[src/rtl/rf_arb_pkg.sv]
// Shared definitions for the register-file write-back arbiter: write source
// encodings, register-file geometry and a one-hot decode helper.
package rf_arb_pkg;

  localparam int REG_ADDR_W = 5;
  localparam int REG_NUM    = 32;

  typedef enum logic [1:0] {
    WB_SRC_NONE = 2'd0,
    WB_SRC_PIPE = 2'd1,
    WB_SRC_LL   = 2'd2
  } wb_src_e;

  function automatic logic [REG_NUM-1:0] reg_onehot(input logic [REG_ADDR_W-1:0] r);
    return REG_NUM'(1) << r;
  endfunction

endpackage

[src/rtl/rf_arb_fifo.sv]
// Small synchronous FIFO buffering long-latency results ({rd, data}).
// DEPTH must be a power of two so the pointers wrap naturally.
module rf_arb_fifo #(
  parameter int WIDTH = 37,
  parameter int DEPTH = 2
) (
  input  logic             clk,
  input  logic             rst_n,
  input  logic             push,
  input  logic [WIDTH-1:0] din,
  input  logic             pop,
  output logic             full,
  output logic             empty,
  output logic [WIDTH-1:0] head
);

  localparam int PTR_W = $clog2(DEPTH);

  logic [WIDTH-1:0] mem [DEPTH];
  logic [PTR_W-1:0] wr_ptr_p0, rd_ptr_p0;
  logic [PTR_W:0]   count_p0;
  logic             do_push, do_pop;

  assign full    = (count_p0 == (PTR_W+1)'(DEPTH));
  assign empty   = (count_p0 == '0);
  assign do_push = push & ~full;
  assign do_pop  = pop & ~empty;
  assign head    = mem[rd_ptr_p0];

  always_ff @(posedge clk or negedge rst_n) begin
    if (!rst_n) begin
      wr_ptr_p0 <= '0;
      rd_ptr_p0 <= '0;
      count_p0  <= '0;
    end else begin
      if (do_push) wr_ptr_p0 <= wr_ptr_p0 + 1'b1;
      if (do_pop)  rd_ptr_p0 <= rd_ptr_p0 + 1'b1;
      case ({do_push, do_pop})
        2'b10:   count_p0 <= count_p0 + 1'b1;
        2'b01:   count_p0 <= count_p0 - 1'b1;
        default: count_p0 <= count_p0;
      endcase
    end
  end

  // Storage carries data only; occupancy/pointers define validity.
  always_ff @(posedge clk) begin
    if (do_push) mem[wr_ptr_p0] <= din;
  end

endmodule

[src/rtl/rf_wb_arbiter.sv]
// Register-file write-port arbiter: pipeline WB beats buffered long-latency
// results; a pending-write scoreboard stalls decode. Optional LL_BYPASS_EN.
module rf_wb_arbiter
  import rf_arb_pkg::*;
#(
  parameter int DATA_W        = 32,
  parameter int LL_FIFO_DEPTH = 2
) (
  input  logic                  clk,
  input  logic                  rst_n,
  input  logic                  pipe_we,
  input  logic [REG_ADDR_W-1:0] pipe_wr,
  input  logic [DATA_W-1:0]     pipe_wd,
  input  logic                  ll_issue,
  input  logic [REG_ADDR_W-1:0] ll_issue_rd,
  input  logic                  ll_valid,
  input  logic [REG_ADDR_W-1:0] ll_rd,
  input  logic [DATA_W-1:0]     ll_data,
  output logic                  ll_ready,
  input  logic [REG_ADDR_W-1:0] id_rs1,
  input  logic [REG_ADDR_W-1:0] id_rs2,
  input  logic [REG_ADDR_W-1:0] id_rd,
  input  logic                  id_rd_valid,
  output logic                  hazard_stall,
  output logic                  rf_we,
  output logic [REG_ADDR_W-1:0] rf_wr,
  output logic [DATA_W-1:0]     rf_wd,
  output logic [1:0]            dbg_wb_src
);

  localparam int ENT_W = DATA_W + REG_ADDR_W;

  logic                  alive_p0;
  logic [REG_NUM-1:0]    sb_p0;
  logic                  fifo_full, fifo_empty, fifo_push, fifo_pop;
  logic [ENT_W-1:0]      fifo_head;
  logic                  ll_accept, pipe_sel, bypass, ll_commit;
  logic [REG_ADDR_W-1:0] commit_rd;
  logic [REG_NUM-1:0]    sb_next;
  wb_src_e               src;

  assign ll_ready  = alive_p0 & ~fifo_full;
  assign ll_accept = ll_valid & ll_ready;
  assign pipe_sel  = rst_n & pipe_we & (pipe_wr != '0);

`ifdef LL_BYPASS_EN
  assign bypass = ll_accept & (ll_rd != '0) & fifo_empty & ~pipe_sel;
`else
  assign bypass = 1'b0;
`endif

  assign fifo_pop  = ~pipe_sel & ~fifo_empty;
  assign fifo_push = ll_accept & (ll_rd != '0) & ~bypass;

  rf_arb_fifo #(
    .WIDTH (ENT_W),
    .DEPTH (LL_FIFO_DEPTH)
  ) u_fifo (
    .clk   (clk),
    .rst_n (rst_n),
    .push  (fifo_push),
    .din   ({ll_rd, ll_data}),
    .pop   (fifo_pop),
    .full  (fifo_full),
    .empty (fifo_empty),
    .head  (fifo_head)
  );

  always_comb begin
    src   = WB_SRC_NONE;
    rf_we = 1'b0;
    rf_wr = '0;
    rf_wd = '0;
    if (pipe_sel) begin
      src   = WB_SRC_PIPE;
      rf_we = 1'b1;
      rf_wr = pipe_wr;
      rf_wd = pipe_wd;
    end else if (!fifo_empty) begin
      src   = WB_SRC_LL;
      rf_we = 1'b1;
      rf_wr = fifo_head[ENT_W-1 -: REG_ADDR_W];
      rf_wd = fifo_head[DATA_W-1:0];
    end else if (bypass) begin
      src   = WB_SRC_LL;
      rf_we = 1'b1;
      rf_wr = ll_rd;
      rf_wd = ll_data;
    end
  end

  assign dbg_wb_src = src;

  // Scoreboard: clear on LL commit, then set on issue so set wins; x0 never pending.
  assign ll_commit = fifo_pop | bypass;
  assign commit_rd = fifo_pop ? fifo_head[ENT_W-1 -: REG_ADDR_W] : ll_rd;

  always_comb begin
    sb_next = sb_p0;
    if (ll_commit) sb_next = sb_next & ~reg_onehot(commit_rd);
    if (ll_issue)  sb_next = sb_next | reg_onehot(ll_issue_rd);
    sb_next[0] = 1'b0;
  end

  assign hazard_stall = sb_p0[id_rs1] | sb_p0[id_rs2] | (id_rd_valid & sb_p0[id_rd]);

  always_ff @(posedge clk or negedge rst_n) begin
    if (!rst_n) begin
      alive_p0 <= 1'b0;
      sb_p0    <= '0;
    end else begin
      alive_p0 <= 1'b1;
      sb_p0    <= sb_next;
    end
  end

endmodule

[config.mk]
export PLATFORM = sky130hd
export DESIGN_NAME = rf_wb_arbiter
export DESIGN_NICKNAME = d
export VERILOG_FILES = /design/src/rtl/rf_arb_pkg.sv /design/src/rtl/rf_arb_fifo.sv /design/src/rtl/rf_wb_arbiter.sv
export SDC_FILE = /design/constraint.sdc
export NUM_CORES = 1
export LEC_CHECK = 0
export CORE_MARGIN = 8
export CORE_UTILIZATION = 50
export CTS_CLUSTER_DIAMETER = 120
export CTS_CLUSTER_SIZE = 24
export DETAILED_ROUTE_END_ITERATION = 6
export PLACE_DENSITY = 0.8
export SLEW_MARGIN = 20
export SYNTH_ARGS = -nofsm -noshare
export SYNTH_HDL_FRONTEND = slang
export SYNTH_HIERARCHICAL = 1
export SYNTH_SLANG_ARGS = --single-unit
[constraint.sdc]
create_clock -name clk -period 8.2 [get_ports clk]
set_input_delay 0.82 -clock clk [delete_from_list [all_inputs] [get_ports clk]]
set_output_delay 0.82 -clock clk [all_outputs]
set_load 0.005 [all_outputs]
==> impl_metrics.yaml <==
floorplan:
  die_x_um: 122
  dieHeight_um: 122
  boundaryPins: 142
  initial_core_util: 0.504
  coreArea_um2: 11200
  core.rowCount: 39
  fp.dieArea_um2: 15000
grt:
  grt_antenna_before_repair: 0
  grt_pass1_vias: 4242
  grt_max_degree: 56
  grtUsageTotal: 0.196
  grt_pass1_wl_mm: 22.7
  overflow: 0
run:
  cap_violations: 0
yosys:
  synth-main-ff-cell: "edfxtp_1"
  synth_compound_area_frac: 0.130
  synth.mux.area_fraction: 0.193
  synthAdderAreaFrac: 0.00221
  synth_area_um2: 5660
  yosysUniqueCellTypes: 48
  netlist_instances: 389
  synth_area_per_cell_um2: 14.5
  synth.area.top_cells: "edfxtp_1 (39%), dfrtp_1 (16%), mux4_2 (9.2%)"
  synth_edf_count: 74
  yosys.area_share.simple: 0.0818
  ys_seq_elements: 110
  ys_seq_area_frac: 0.552
  yosysTopAreaCellShare: 0.393
  syn_nets: 490
  yosysWarningCount: 6
  synth_xor_xnor_area_share: 0.00774
  synth_top_cell_by_area: "edfxtp_1"
  async_reset_ff_frac: 0.327
  synth_top_family_by_area: "multiplexers"
pwr:
  p_total_mw: 2.18
  vdd_ir_drop_max_mv: 0.203
  power_density_nw_per_um2: 295
  p_leak_nw: 2.68
sta:
  finalWorstSetupSlack_ns: 3.43
  slew_viol_final: 0
  worstMarginPinSlew_ns: 1.04
  finalSetupTns_ns: 0
  hold_viol_final: 0
  hold_slack_ns: 0.505
  finalCritPeriodShare: 0.581
  period_needed_ns: 4.77
  setup_viol: 0
  max_clock_freq_ghz: 0.210
  skew_ns: 0.00592
  rsz0062_at_grt: "no"
  max_slew_margin: 0.305
worst_setup_path:
  crit_family: "buffers and inverters"
  crit_fanout: 55
  crit_path_frequent_cell: "clkdlybuf4s50_1"
  crit_chain: "clkdlybuf4s50_1, or3_1, o311a_1, or2_1, inv_2, a22o_1, clkdlybuf4s50_1"
  crit_path_end_kind: "output port"
  slowest_delay_ns: 0.76
  cp_slowest_cell: "inv_2"
  worst-path-buf-inv: 3
  startpoint_type: "input pin"
  regToRegStartpoint: "u_fifo/count_p0[0]$_DFFE_PN0P_"
  rr_worst_depth: 7
  worstPathArrival_ns: 3.95
  critPathRequiredTime_ns: 7.38
  r2r_slack_ns: 5.41
  worstSetupPathType: "in2out"
  timing.rr.end: "u_fifo/count_p0[1]$_DFFE_PN0P_"
finish:
  area_delta_synth_final_pct: 30.9
  final_area_um2: 7400
  seq_area_um2: 3120
  fin_util: 0.660
  finalNetCount: 617
  final_layout_size_suffix_gt1_frac: 0.165
  antenna_cells: 0
  final_common_cell: "clkdlybuf4s50_1"
  num-fill-cells: 811
  mostFrequentLayoutCells: "clkdlybuf4s50_1 (140), edfxtp_1 (74), a22o_1 (38)"
  multiInputGateArea_um2: 2360
  fin_cells: 664
detailed_routing:
  drt-initial-drc-count: 261
  wl_per_cell_um: 21.7
  first_pass_iters: 4
  vias: 4011
  viasPerCell: 6.04
  drc: 0
  antenna_left: 0
  wl_mm: 14.4
clock_tree:
  clkTransAtPathRegs_ns: 0.07
  cts-resized-gates: 0
  cts_sinks: 110
  cts_buffer_depth: 2
  cts_root_buffer: "clkbuf_16"
  numCtsBuffers: 9
  cts_setup_buffers: 0
  cts_tree: "built"
  htreeDepth: 3
  clk_latency_ns: 0.34
  postCtsHoldBufs: 0
min_path:
  whs_endpoint: "u_fifo/count_p0[1]$_DFFE_PN0P_"
  hold_class: "reg2reg"
  min_from: "u_fifo/count_p0[1]$_DFFE_PN0P_"
  holdPathStages: 1
placement:
  routabilityCongestion: 0.962
  placed_cell_area_um2: 7090
  place_ws_ns: 3.50
  io_buffer_count: 141
  dp_hpwl_mm: 10.6
  dp.cells: 647
outcome:
  status: "completed"
sequential cells by signal, summed over array words and instances, names as in the netlist:
name              cells
sb_p0                31
u_fifo/rd_ptr_p0      1
u_fifo/count_p0       2
u_fifo/mem           74
alive_p0              1
u_fifo/wr_ptr_p0      1
worst max path at each step:
stage,start,end,slack (ns),depth (start not counted)
after CTS,pipe_wr[3],rf_wd[10],3.48,7
after detailed placement,pipe_wr[3],rf_wd[10],3.50,7
after global routing,pipe_wr[3],rf_wd[10],3.28,7
after global placement,pipe_wr[3],rf_wd[10],3.58,7
final,pipe_wr[3],rf_wd[10],3.43,7
after floorplan,id_rs2[0],hazard_stall,5.07,6
metal layers:
metal | global-route usage | wire (µm) | vias to the layer above
li1 | - | - | 1849
met3 | 0.0690 | 1380 | 14
met4 | 0.0777 | 238 | 0
met1 | 0.236 | 5770 | 1997
met2 | 0.318 | 7040 | 151
met5 | 0 | 0 | -
area by class of cell:
class                           count  area share
Sequential cell                   110       0.422
Multi-Input combinational cell    247       0.319
Timing Repair Buffer              143       0.195
Clock buffer                       10      0.0309
Tap cell                          143      0.0242
Clock inverter                      6     0.00727
Inverter                            5     0.00253
worst register-to-register path: cells and delay by family, from the launching register on:
family | cells | cell delay (ns)
AND/OR/NAND/NOR | 4 | 1.32
buffers and inverters | 1 | 0.52
flip-flops | 1 | 0.42
adder cells (fa/ha/maj) | 1 | 0.31
XOR/XNOR | 1 | 0.15
power breakdown:
group	switching, mW	internal [mW]	total, mW
sequential	0.160	0.733	0.892
clock	0.198	0.212	0.410
combinational	0.354	0.528	0.883
Yosys cell counts, types with 5 or more instances:
library cell and instances:
mux4_2 23, buf_4 5, nand4_1 19, nand3_1 6, dfrtp_1 36, o21ai_1 9
mux2_4 20, buf_2 6, nand2b_1 8, buf_6 5, nand2_1 14, clkbuf_1 11
o21ai_0 6, nor2b_1 8, nor2_1 9, mux2_2 17, mux2i_1 8, o2bb2ai_1 12
a22o_1 38, edfxtp_1 74, o41ai_1 14
logic make-up after synthesis:
logic type,count (synthesis)
flops,110
buf+inv,32
mux,68
compound gates,90
other cells,1
fa+ha+maj,1
simple gates,82
xor+xnor,5
Note: power is estimated with default switching activity, not from simulation.
